--- src/rtl/uart_pkg.sv ---
// Shared types and default sizing for the UART transmit arbiter.
package uart_pkg;

  typedef enum logic [1:0] {
    ST_IDLE = 2'd0,
    ST_LOAD = 2'd1,
    ST_SEND = 2'd2,
    ST_DONE = 2'd3
  } uart_arb_state_e;

  localparam int          UART_NREQ_DEF    = 4;
  localparam logic [15:0] UART_TIMEOUT_DEF = 16'hFFFF;

endpackage

--- src/rtl/uart_tx_arb_if.sv ---
// Requester and transmitter handshake bundle; slave is the arbiter side, master the environment side.
interface uart_tx_arb_if
  import uart_pkg::*;
#(
  parameter int NREQ = UART_NREQ_DEF
) ();

  logic [NREQ-1:0]         req_valid;
  logic [8*NREQ-1:0]       req_data;
  logic [NREQ-1:0]         req_ready;
  logic                    tnsm;
  logic [7:0]              tnsm_data;
  logic                    tnsm_clr;
  logic                    busy;
  logic [$clog2(NREQ)-1:0] grant_id;
  logic                    grant_active;
  logic                    done;
  logic                    err_timeout;

  modport slave (
    input  req_valid, req_data, tnsm_clr, busy,
    output req_ready, tnsm, tnsm_data, grant_id, grant_active, done, err_timeout
  );

  modport master (
    output req_valid, req_data, tnsm_clr, busy,
    input  req_ready, tnsm, tnsm_data, grant_id, grant_active, done, err_timeout
  );

endinterface

--- src/rtl/uart_rr_arbiter.sv ---
// Stateless round-robin pick: first set request scanning upward from last_grant+1, wrapping at NREQ.
module uart_rr_arbiter #(
  parameter int NREQ = 4
) (
  input  logic [NREQ-1:0]         req,
  input  logic [$clog2(NREQ)-1:0] last_grant,
  output logic [NREQ-1:0]         grant,
  output logic [$clog2(NREQ)-1:0] grant_idx,
  output logic                    any
);

  localparam int IW = $clog2(NREQ);

  always_comb begin
    logic [IW-1:0] idx;
    idx       = '0;
    grant     = '0;
    grant_idx = '0;
    any       = 1'b0;
    for (int i = 1; i <= NREQ; i++) begin
      idx = IW'((int'(last_grant) + i) % NREQ);
      if (!any && req[idx]) begin
        grant[idx] = 1'b1;
        grant_idx  = idx;
        any        = 1'b1;
      end
    end
  end

endmodule

--- src/rtl/uart_tx_arb.sv ---
// Arbitrates NREQ byte requesters onto one UART transmitter; accept in IDLE, req_ready->tnsm 1 cycle.
// Backpressure: requesters wait in IDLE; LOAD stalls until tnsm_clr or TIMEOUT, SEND until busy drops.
module uart_tx_arb
  import uart_pkg::*;
#(
  parameter int          NREQ    = UART_NREQ_DEF,
  parameter logic [15:0] TIMEOUT = UART_TIMEOUT_DEF
) (
  input  logic clk,
  input  logic rst,
  uart_tx_arb_if.slave bus
);

  localparam int          IW       = $clog2(NREQ);
  localparam logic [1:0]  IDLE     = ST_IDLE;
  localparam logic [1:0]  LOAD     = ST_LOAD;
  localparam logic [1:0]  SEND     = ST_SEND;
  localparam logic [1:0]  DONE     = ST_DONE;
  localparam logic [15:0] TMO_LAST = TIMEOUT - 16'd1;

  logic [1:0]    state_q, state_d;
  logic [7:0]    data_q, data_d;
  logic [IW-1:0] grant_id_q, grant_id_d;
  logic [IW-1:0] last_grant_q, last_grant_d;
  logic [15:0]   tmo_cnt_q, tmo_cnt_d;

  logic [NREQ-1:0] arb_grant;
  logic [IW-1:0]   arb_idx;
  logic            arb_any;

  uart_rr_arbiter #(.NREQ(NREQ)) u_rr (
    .req        (bus.req_valid),
    .last_grant (last_grant_q),
    .grant      (arb_grant),
    .grant_idx  (arb_idx),
    .any        (arb_any)
  );

  // Outputs are decoded from state and forced low while rst is held, even before the reset edge.
  always_comb begin
    state_d          = state_q;
    data_d           = data_q;
    grant_id_d       = grant_id_q;
    last_grant_d     = last_grant_q;
    tmo_cnt_d        = '0;
    bus.req_ready    = '0;
    bus.tnsm         = 1'b0;
    bus.tnsm_data    = '0;
    bus.grant_active = 1'b0;
    bus.done         = 1'b0;
    bus.err_timeout  = 1'b0;
    bus.grant_id     = rst ? '0 : grant_id_q;
    if (!rst) begin
      case (state_q)
        IDLE: begin
          if (arb_any) begin
            bus.req_ready = arb_grant;
            data_d        = bus.req_data[{arb_idx, 3'b000} +: 8];
            grant_id_d    = arb_idx;
            state_d       = LOAD;
          end
        end
        LOAD: begin
          bus.tnsm         = 1'b1;
          bus.tnsm_data    = data_q;
          bus.grant_active = 1'b1;
          // An acknowledge on the last allowed cycle still counts as success.
          if (bus.tnsm_clr) begin
            state_d = SEND;
          end else if (tmo_cnt_q == TMO_LAST) begin
            bus.err_timeout = 1'b1;
            last_grant_d    = grant_id_q;
            state_d         = IDLE;
          end else begin
            tmo_cnt_d = (tmo_cnt_q == 16'hFFFF) ? tmo_cnt_q : tmo_cnt_q + 16'd1;
          end
        end
        SEND: begin
          bus.grant_active = 1'b1;
          if (!bus.busy) begin
            state_d = DONE;
          end
        end
        default: begin
          bus.done     = 1'b1;
          last_grant_d = grant_id_q;
          state_d      = IDLE;
        end
      endcase
    end
  end

  always_ff @(posedge clk) begin
    if (rst) begin
      state_q      <= IDLE;
      data_q       <= '0;
      grant_id_q   <= '0;
      last_grant_q <= IW'(NREQ - 1);
      tmo_cnt_q    <= '0;
    end else begin
      state_q      <= state_d;
      data_q       <= data_d;
      grant_id_q   <= grant_id_d;
      last_grant_q <= last_grant_d;
      tmo_cnt_q    <= tmo_cnt_d;
    end
  end

endmodule

--- src/flat_wrapper.sv ---
// flat-port wrapper written by rule: the top's interface ports become plain ports
module uart_tx_arb_flat import uart_pkg::*;
#(
  parameter int          NREQ    = UART_NREQ_DEF,
  parameter logic [15:0] TIMEOUT = UART_TIMEOUT_DEF
)
  (clk, rst, bus_req_valid, bus_req_data, bus_tnsm_clr, bus_busy, bus_req_ready, bus_tnsm, bus_tnsm_data, bus_grant_id, bus_grant_active, bus_done, bus_err_timeout);
  uart_tx_arb_if #(.NREQ(NREQ)) bus_i ();
  input  logic clk;
  input  logic rst;
  input wire logic [$bits(bus_i.req_valid)-1:0] bus_req_valid;
  input wire logic [$bits(bus_i.req_data)-1:0] bus_req_data;
  input wire logic [$bits(bus_i.tnsm_clr)-1:0] bus_tnsm_clr;
  input wire logic [$bits(bus_i.busy)-1:0] bus_busy;
  output wire logic [$bits(bus_i.req_ready)-1:0] bus_req_ready;
  output wire logic [$bits(bus_i.tnsm)-1:0] bus_tnsm;
  output wire logic [$bits(bus_i.tnsm_data)-1:0] bus_tnsm_data;
  output wire logic [$bits(bus_i.grant_id)-1:0] bus_grant_id;
  output wire logic [$bits(bus_i.grant_active)-1:0] bus_grant_active;
  output wire logic [$bits(bus_i.done)-1:0] bus_done;
  output wire logic [$bits(bus_i.err_timeout)-1:0] bus_err_timeout;
  assign bus_i.req_valid = bus_req_valid;
  assign bus_i.req_data = bus_req_data;
  assign bus_i.tnsm_clr = bus_tnsm_clr;
  assign bus_i.busy = bus_busy;
  assign bus_req_ready = bus_i.req_ready;
  assign bus_tnsm = bus_i.tnsm;
  assign bus_tnsm_data = bus_i.tnsm_data;
  assign bus_grant_id = bus_i.grant_id;
  assign bus_grant_active = bus_i.grant_active;
  assign bus_done = bus_i.done;
  assign bus_err_timeout = bus_i.err_timeout;
  uart_tx_arb #(.NREQ(NREQ), .TIMEOUT(TIMEOUT)) u_core (.clk(clk), .rst(rst), .bus(bus_i));
endmodule
--- config.mk ---
export PLATFORM = sky130hd
export DESIGN_NAME = uart_tx_arb_flat
export DESIGN_NICKNAME = d
export VERILOG_FILES = /design/src/rtl/uart_pkg.sv /design/src/rtl/uart_tx_arb_if.sv /design/src/rtl/uart_rr_arbiter.sv /design/src/rtl/uart_tx_arb.sv /design/src/flat_wrapper.sv
export SDC_FILE = /design/constraint.sdc
export NUM_CORES = 1
export LEC_CHECK = 0
export CORE_MARGIN = 5
export CORE_UTILIZATION = 59
export DETAILED_ROUTE_END_ITERATION = 12
export DONT_BUFFER_PORTS = 1
export HOLD_SLACK_MARGIN = 0.12
export PLACE_DENSITY = 0.72
export REMOVE_ABC_BUFFERS = 1
export SYNTH_ARGS = -nofsm -noshare
export SYNTH_HDL_FRONTEND = slang
export SYNTH_SLANG_ARGS = --single-unit
--- constraint.sdc ---
create_clock -name clk -period 3.71 [get_ports clk]
set_input_delay 0.742 -clock clk [delete_from_list [all_inputs] [get_ports clk]]
set_output_delay 0.742 -clock clk [all_outputs]
set_load 0.005 [all_outputs]
==> impl_metrics.tcl, run 1 <==
set metrics [dict create \
    synth_seq_cells 30 \
    wl_per_cell_um 15.98 \
    clockBufferDepth 2 \
    syn_area_per_cell_um2 8.601 \
    swShare_pct 42.34 \
    start_kind "register" \
    seqCellArea_um2 600.6 \
    die_y_um 71.80 \
    finalNetCount 309 \
    start_util_pct 61.09 \
    n_antenna_cell 0 \
    yosysMostFrequentCell "dfxtp_1" \
    grt_overflow 0 \
    syn_inst 262 \
    htreeDepth 2 \
    skew_ns 0.004194 \
    finalMaxSlewViolations 0 \
    period_minus_slack_ns 3.301 \
    drcViolationCount 0 \
    antenna_found_initial 0 \
    setup_viol 0 \
    clock_sinks 30 \
    port_buffers 0 \
    synth_common_cells "dfxtp_1, nor2_1, a211oi_1" \
    seqPwrFrac_pct 27.7 \
    ys_async_sr_fraction_pct 0 \
    p_int_mw 0.8990 \
    drt_iter0_markers 88 \
    io_pins 58 \
    grt_max_degree 21 \
    firstDrtPassIters 5 \
    worst-path-buf-inv 1 \
    hold_buffers 0 \
    n_fill_cell 331 \
    grt_pass1_vias 1800 \
    synth-seq-area-share_pct 26.65 \
    cts-root-buf "clkbuf_8" \
    cp.arrival_ns 2.56 \
    rsz0062_at_grt "false" \
    drt_wl_total_um 4858 \
    synth_edf_count 0 \
    num_vias 1878 \
    ys_top_cells_by_area "dfxtp_1, ha_1, a211oi_1" \
    ctsResizeCount 0 \
    die_area_um2 5155 \
    cts_tree "built" \
    clock.fmax_mhz 303.0 \
    synthFlopType "dfxtp_1" \
    post-cts-setup-buffer-count 0 \
    relSlewSlack_pct 51.62 \
    dieWidth_um 71.80 \
    critPathCaptureType "output pin" \
    max_stage_delay_ns 0.60 \
    grt_usage_pct 19.37 \
    maxCapViolCount 0 \
    netlist_area_um2 2253 \
    core_area_um2 3689 \
    fp-row-count 22 \
    p_clk_share_pct 16.9 \
    synth_largest_area_cell "dfxtp_1" \
    place_congestion 0.9790 \
    required_ns 2.97 \
    worst_path_max_delay_cell "dfxtp_1" \
    fin_cells 304 \
    insertion_delay_ns 0.28 \
    multiInputGateArea_um2 1525 \
    synth_top_area_share_pct 26.65 \
    powerDensity_nw_per_um2 671.4 \
    post-route-period-util_pct 88.97 \
    cp_cell_sequence "inv_1, ha_1, mux4_1, and3b_1, a221oi_1, nor2_1" \
    cts_buffers 5 \
    placed_cells 296 \
    grt_pass1_wl_um 8079 \
    path_clk_slew_ns 0.06 \
    combPwrFrac_pct 55.4 \
    max-vdd-ir-drop_mv 0.5010 \
    cp_top_family "flip-flops" \
    synth.distinct_cells 51 \
    status "completed" \
    synthToLayoutAreaGrowth_pct 3.054 \
    leakage_nw 0.8631 \
    final_layout_size_suffix_gt1_share_pct 8.203 \
    path_max_fanout 14 \
    hp-class "register to register" \
    tightestPinTransition_ns 0.7242 \
    ant_nets 0 \
    hold_viol_final 0 \
    routed_via_density 6.178 \
    ys_warn_count 0 \
    path_class "register to output pin" \
    netSwitchingPower_mw 0.6602 \
    hpwl_um 3601 \
    setup_tns_ns 0 \
]
[stage by stage]
step           hold slack (ns)  cell area, um^2  util, %  worst slack (ns)  power (mW)
6_report                0.4838             2322    62.96            0.4091       1.559
5_1_grt                 0.5025             2322    62.96            0.2377       1.693
4_1_cts                 0.4793             2322    62.96            0.4315       1.563
3_5_place_dp            0.4716             2231    60.48            0.6541       1.296
3_3_place_gp            0.4692             2231    60.48            0.7246       1.290
2_1_floorplan           0.4341             2156        -            0.8028       1.119
[metal layers]
layer  global-route usage, %  routed length (um)  up-vias
li1                        -                   -      950
met1                   23.70                2165      861
met4                   9.603                 111        0
met3                   4.067                 209       11
met5                       0                   0        -
met2                   32.04                2371       56
[area by class of cell]
type / instances / area share [%]
Timing Repair Buffer: 2 / 0.6466
Inverter: 8 / 1.293
Clock inverter: 1 / 0.2155
Clock buffer: 7 / 3.718
Tap cell: 48 / 2.586
Multi-Input combinational cell: 208 / 65.68
Sequential cell: 30 / 25.86
[path summary, 6_finish.rpt]
| check | end | slack [ns] | depth (start not counted) | startpoint |
|---|---|---|---|---|
| hold reg to reg | u_core.grant_id_q[0] | 0.48 | 2 | u_core.grant_id_q[0] |
| setup reg to reg | u_core.data_q[0] | 0.62 | 7 | u_core.last_grant_q[1] |
| setup / recovery | bus_req_ready[3] | 0.41 | 6 | u_core.last_grant_q[1] |
| hold / removal | u_core.grant_id_q[0] | 0.48 | 2 | u_core.grant_id_q[0] |
[placed cells by master (no fill, tap or decap), types with 3 or more instances in the layout]
| cell | Yosys | routed |
|---|---|---|
| a22oi_1 | 5 | 5 |
| nand2_1 | 10 | 10 |
| o21ai_0 | 4 | 4 |
| xor2_1 | 3 | 3 |
| a221oi_1 | 4 | 4 |
| a211oi_1 | 16 | 16 |
| dfxtp_1 | 30 | 30 |
| ha_1 | 14 | 14 |
| mux2i_1 | 5 | 5 |
| clkbuf_8 | 0 | 6 |
| or3_1 | 4 | 4 |
| nand3b_1 | 10 | 10 |
| nor2_1 | 29 | 29 |
| o31ai_1 | 8 | 8 |
| xnor2_1 | 9 | 9 |
| mux4_1 | 3 | 3 |
| and3_2 | 3 | 3 |
| a21oi_1 | 6 | 6 |
| nor3_1 | 7 | 7 |
| and2_1 | 10 | 10 |
| nor2b_1 | 6 | 6 |
| nand4_1 | 4 | 4 |
| nand2b_1 | 3 | 3 |
| and3_1 | 15 | 15 |
| inv_1 | 8 | 8 |
[cell families after synthesis]
family                   count (synthesis)  synth area share, %
flip-flops                              30                26.65
buffers and inverters                   24                5.663
AND/OR/NAND/NOR                        115                29.10
AO/OA/AOI/OAI                           57                18.94
multiplexers                            10                7.218
XOR/XNOR                                12                4.664
adder cells (fa/ha/maj)                 14                7.774
[flip-flops by register name (all words and copies together) (netlist names)]
signal and cells:
u_core.state_q 2, u_core.data_q 8, u_core.grant_id_q 2, u_core.tmo_cnt_q 16, u_core.last_grant_q 2
[power groups by stage]
stage / clock [mW] / combinational (mW) / sequential (mW)
6_report: 0.263 / 0.864 / 0.431
3_5_place_dp: 0 / 0.859 / 0.437
4_1_cts: 0.272 / 0.861 / 0.431
5_1_grt: 0.286 / 0.968 / 0.439
2_1_floorplan: 0 / 0.682 / 0.436
3_3_place_gp: 0 / 0.854 / 0.436
[worst reg2reg max path, stage by stage (launching register included)]
cell and delay (ns):
dfxtp_1 0.60, inv_1 0.19, ha_1 0.39, mux4_1 0.49, or4_4 0.69, and3_1 0.21
a211oi_1 0.29, o31ai_1 0.12
Note: power is estimated with default switching activity, not from simulation.
==> inputs of run 2 (changes only) <==
- ABC_AREA: default -> 1
- CORE_UTILIZATION: 59 -> 50
- PLACE_DENSITY: 0.72 -> 0.62
==> impl_metrics.tcl, run 2 <==
set metrics [dict create \
    ys_async_sr_fraction_pct 0 \
    whs_endpoint "u_core.tmo_cnt_q[2]" \
    path_clk_slew_ns 0.06 \
    max-vdd-ir-drop_mv 0.5278 \
    skew_ns 0.003097 \
    core_area_um2 4817 \
    top_register "u_core.tmo_cnt_q" \
    largest_reg_flops 16 \
    ant_nets 0 \
    worst_slack_ns 0.4764 \
    design_area_um2 2648 \
    worst-path-buf-inv 4 \
    final_layout_size_suffix_gt1_share_pct 11.40 \
    r2r-end "u_core.data_q[3]" \
    hold_viol_final 0 \
    grt_max_degree 25 \
    synth_edf_count 0 \
    path_class "register to output pin" \
    synth_common_cells "nand2_1, inv_1, nor2_1" \
    place_congestion 0.8620 \
    cp_cell_sequence "inv_1, ha_1, inv_1, nand2_4, nand2_8, nor2_8, nand2_4, clkinv_4, nand2_8, nand2_4, nor2_8, nand2_1, inv_1" \
    clock.fmax_mhz 309.3 \
    drt_iter0_markers 82 \
    rsz0062_at_grt "false" \
    worst_path_max_delay_cell "dfxtp_1" \
    dieWidth_um 81.10 \
    synthToLayoutAreaGrowth_pct 4.753 \
    hp-start "u_core.tmo_cnt_q[2]" \
    grt_usage_pct 18.43 \
    grt_overflow 0 \
    start_util_pct 52.47 \
    yosysMostFrequentCell "nand2_1" \
    cts_tree "built" \
    p_total_mw 2.426 \
    drt_wl_total_um 5479 \
    powerDensity_nw_per_um2 916.4 \
    grt_pass1_vias 2137 \
    ys_top_cells_by_area "dfxtp_1, nand2_1, nand3_1" \
    setup_tns_ns 0 \
    tightestPinTransition_ns 0.4536 \
    synth-seq-area-share_pct 23.76 \
    hp-class "register to register" \
    io_pins 58 \
    cp.depth 13 \
    routed_via_density 4.982 \
    fin_hold_ws_ns 0.4897 \
    clock_sinks 30 \
    port_buffers 0 \
    path_max_fanout 12 \
    clockBufferDepth 2 \
    syn_area_per_cell_um2 6.565 \
    post_dp_cell_area_um2 2565 \
    drcViolationCount 0 \
    antenna_found_initial 0 \
    die_y_um 81.10 \
    setup_viol 0 \
    synth_largest_area_cell "dfxtp_1" \
    reg2reg_from "u_core.last_grant_q[1]" \
    synth_top_area_share_pct 23.76 \
    ctsResizeCount 0 \
    postLayoutCoreUtil_pct 54.96 \
    cts_buffers 5 \
    synthFlopType "dfxtp_1" \
    fp-row-count 25 \
    hpwl_um 4420 \
    placed_cells 447 \
    finalNetCount 441 \
    synth_seq_cells 30 \
    insertion_delay_ns 0.28 \
    syn_inst 385 \
    post-route-period-util_pct 87.16 \
    leakage_nw 1.286 \
    pre_cts_slack_ns 0.7476 \
    final_cell_mix "nand2_1, inv_1, nor2_1" \
    finalMaxSlewViolations 0 \
    num_vias 2257 \
    top_regs "u_core.tmo_cnt_q x16, u_core.data_q x8" \
    cp_top_family "simple AND/OR/NAND/NOR gates" \
    required_ns 2.97 \
    start_kind "register" \
    post-cts-setup-buffer-count 0 \
    period_minus_slack_ns 3.234 \
    wl_per_cell_um 12.09 \
    n_antenna_cell 0 \
    relSlewSlack_pct 69.48 \
    hold_buffers 0 \
    final_common_cell "nand2_1" \
    die_area_um2 6576 \
    htreeDepth 2 \
    critPathCaptureType "output pin" \
    reg2reg_slack_ns 1.15 \
    maxCapViolCount 0 \
    status "completed" \
    ys_warn_count 0 \
    netlist_area_um2 2527 \
    grt_pass1_wl_um 9487 \
    hold-path-cell-count 1 \
    firstDrtPassIters 4 \
    cts-root-buf "clkbuf_8" \
    max_stage_delay_ns 0.47 \
    worst-r2r-cell-count 14 \
    cp.arrival_ns 2.49 \
    synth.distinct_cells 42 \
    fin_cells 453 \
]
==> run 2: changes by cell type after synthesis, sizes merged, moves of 6 or more <==
cell	before	now
nand2	11	104
inv	8	63
nand3	2	45
nor2	29	54
and3	18	0
a211oi	17	1
a21oi	6	17
and2	10	0
clkbuf	11	1
nand3b	10	1
o31ai	8	0
nor2b	7	0
xnor2	9	3
==> run 2: logic make-up after synthesis <==
family,after synthesis,synth area share [%]
buffers and inverters,71,12.18
xor gates and xnor gates,6,2.080
adders and majority gates,14,6.931
DFF,30,23.76
AOI/OAI and AO/OA,40,9.802
and+or+nand+nor,224,45.25
==> run 2: worst max-delay path by stage <==
stage	from	end
2_1_floorplan	u_core.last_grant_q[0]	bus_req_ready[0]
5_1_grt	u_core.last_grant_q[1]	bus_req_ready[1]
3_3_place_gp	u_core.last_grant_q[1]	bus_req_ready[1]
6_report	u_core.last_grant_q[1]	bus_req_ready[1]
4_1_cts	u_core.last_grant_q[1]	bus_req_ready[1]
3_5_place_dp	u_core.last_grant_q[1]	bus_req_ready[1]
==> run 2: worst reg2reg max path, delay by kind of cell, from the launching register on <==
family                   cells  cell delay (ns)
AO/OA/AOI/OAI                1             0.19
adder cells (fa/ha/maj)      1             0.45
buffers and inverters        3             0.48
flip-flops                   1             0.47
AND/OR/NAND/NOR              9             0.90
==> run 2: layout make-up <==
type,instances,area [um^2]
fillers,523,2170
flip-flops and latches,30,600.6
repair buffers,1,7.507
well taps,67,83.83
clock buffers,6,82.58
multi-input cells,284,1619
inverters,65,254.0
==> run 2: per-layer routing <==
layer	part of all wire, %	track usage, %	wire length, um
met5	0	0	0
met4	0.69	5.405	38
met3	4.4	4.213	239
met2	44	30.38	2436
met1	50	23.97	2765
==> run 2: where the power goes <==
part | total (mW) | internal (mW) | switching, mW
sequential | 0.432 | 0.392 | 0.0401
combinational | 1.74 | 0.582 | 1.16
clock | 0.253 | 0.143 | 0.111
==> inputs of run 3 (changes only) <==
- CORE_UTILIZATION: 50 -> 55
- PLACE_DENSITY: 0.62 -> 0.67
==> impl_metrics.tcl, run 3 (synthesis results as in run 2) <==
set metrics [dict create \
    status "completed" \
    insertion_delay_ns 0.29 \
    grt_pass1_vias 2148 \
    top_regs "u_core.tmo_cnt_q x16, u_core.data_q x8" \
    path_clk_slew_ns 0.07 \
    port_buffers 0 \
    drt_wl_total_um 5439 \
    design_area_um2 2689 \
    cts-root-buf "clkbuf_8" \
    ctsResizeCount 0 \
    final_common_cell "nand2_1" \
    grt_max_degree 25 \
    cp.arrival_ns 2.55 \
    hp-class "register to register" \
    powerDensity_nw_per_um2 964.3 \
    fp-row-count 24 \
    required_ns 2.97 \
    hpwl_um 4333 \
    final_layout_size_suffix_gt1_share_pct 11.86 \
    n_fill_cell 422 \
    skew_ns 0.005733 \
    routed_via_density 5.250 \
    hold_buffers 0 \
    grt_pass1_wl_um 9377 \
    setup_tns_ns 0 \
    period_minus_slack_ns 3.287 \
    grt_overflow 0 \
    relSlewSlack_pct 70.15 \
    drcViolationCount 0 \
    post_dp_cell_area_um2 2546 \
    clock_sinks 30 \
    clock.fmax_mhz 304.2 \
    leakage_nw 1.314 \
    max-vdd-ir-drop_mv 0.8644 \
    n_antenna_cell 0 \
    seqCellArea_um2 600.6 \
    finalMaxSlewViolations 0 \
    clockBufferDepth 2 \
    die_area_um2 6051 \
    setup_viol 0 \
    drt_iter0_markers 151 \
    rsz0062_at_grt "false" \
    synthToLayoutAreaGrowth_pct 6.386 \
    final_cell_mix "nand2_1, inv_1, nor2_1" \
    multiInputGateArea_um2 1619 \
    finalNetCount 441 \
    top_register "u_core.tmo_cnt_q" \
    ant_nets 0 \
    post-cts-setup-buffer-count 0 \
    largest_reg_flops 16 \
    grt_usage_pct 18.59 \
    cts_buffers 5 \
    core_area_um2 4414 \
    antenna_found_initial 0 \
    hold_viol_final 0 \
    maxCapViolCount 0 \
    wl_per_cell_um 12.36 \
    die_y_um 77.79 \
    start_kind "register" \
    path_class "register to output pin" \
    post-route-period-util_pct 88.61 \
    num_vias 2310 \
    io_pins 58 \
    cts_tree "built" \
    path_max_fanout 12 \
    firstDrtPassIters 4 \
    critPathCaptureType "output pin" \
    start_util_pct 57.26 \
    place_congestion 0.8727 \
    dieWidth_um 77.79 \
    tightestPinTransition_ns 0.4437 \
    htreeDepth 2 \
]
==> run 3: cell count changes in the layout (fill, tap and decap cells not counted), sizes merged <==
cell | before | now
bufinv | 0 | 2
==> run 3: final timing paths <==
kind	from	endpoint	slack, ns	cells past startpoint
worst min-delay path	u_core.grant_id_q[1]	u_core.last_grant_q[1]	0.49	2
worst max register to register	u_core.last_grant_q[1]	u_core.data_q[6]	1.14	14
worst max-delay path	u_core.last_grant_q[1]	bus_req_ready[2]	0.42	13
worst min register to register	u_core.grant_id_q[1]	u_core.last_grant_q[1]	0.49	2
==> run 3: cell type report <==
type,instances,area share (%)
sequential,30,22.34
timing repair buffer,1,0.2792
clock inverter,2,2.234
inverter,65,9.446
tap,52,2.420
clock buffer,6,3.071
multi-input combinational,284,60.21
==> run 3: worst max-delay path, cell delays in order (launching register included) <==
cell and delay [ns]:
dfxtp_1 0.47, inv_1 0.21, ha_1 0.42, inv_1 0.17, nand2_4 0.09, nand2_8 0.10, nor2_8 0.06, nand2_4 0.07
clkinv_4 0.10, nand2_8 0.10, nand2_4 0.14, nor2_8 0.18, nand2_1 0.08, inv_1 0.07
==> run 3: report_power, final <==
group / leakage [nW] / switching (mW) / internal [mW] / total [mW]
Clock: 0.0714 / 0.131 / 0.286 / 0.418
Sequential: 0.245 / 0.0329 / 0.391 / 0.424
Combinational: 0.997 / 1.17 / 0.581 / 1.75
Total: 1.31 / 1.33 / 1.26 / 2.59
==> run 3: routing by layer <==
layer	track usage [%]	vias to the layer above	wire [um]
met3	6.019	4	393
met1	24.18	1015	2537
met2	29.30	70	2456
met5	0	-	0
li1	-	1221	-
met4	5.326	0	53
==> run 3: stage by stage <==
step / util, % / instances / hold slack (ns) / power (mW) / setup WS, ns
3_3_place_gp: 57.68 / 432 / 0.4668 / 2.173 / 0.8071
6_report: 60.91 / 440 / 0.4948 / 2.593 / 0.4225
2_1_floorplan: - / 379 / 0.4436 / 1.881 / 0.9198
4_1_cts: 60.91 / 440 / 0.4928 / 2.618 / 0.4064
5_1_grt: 60.91 / 440 / 0.5088 / 2.863 / 0.2404
3_5_place_dp: 57.68 / 432 / 0.4805 / 2.195 / 0.7228
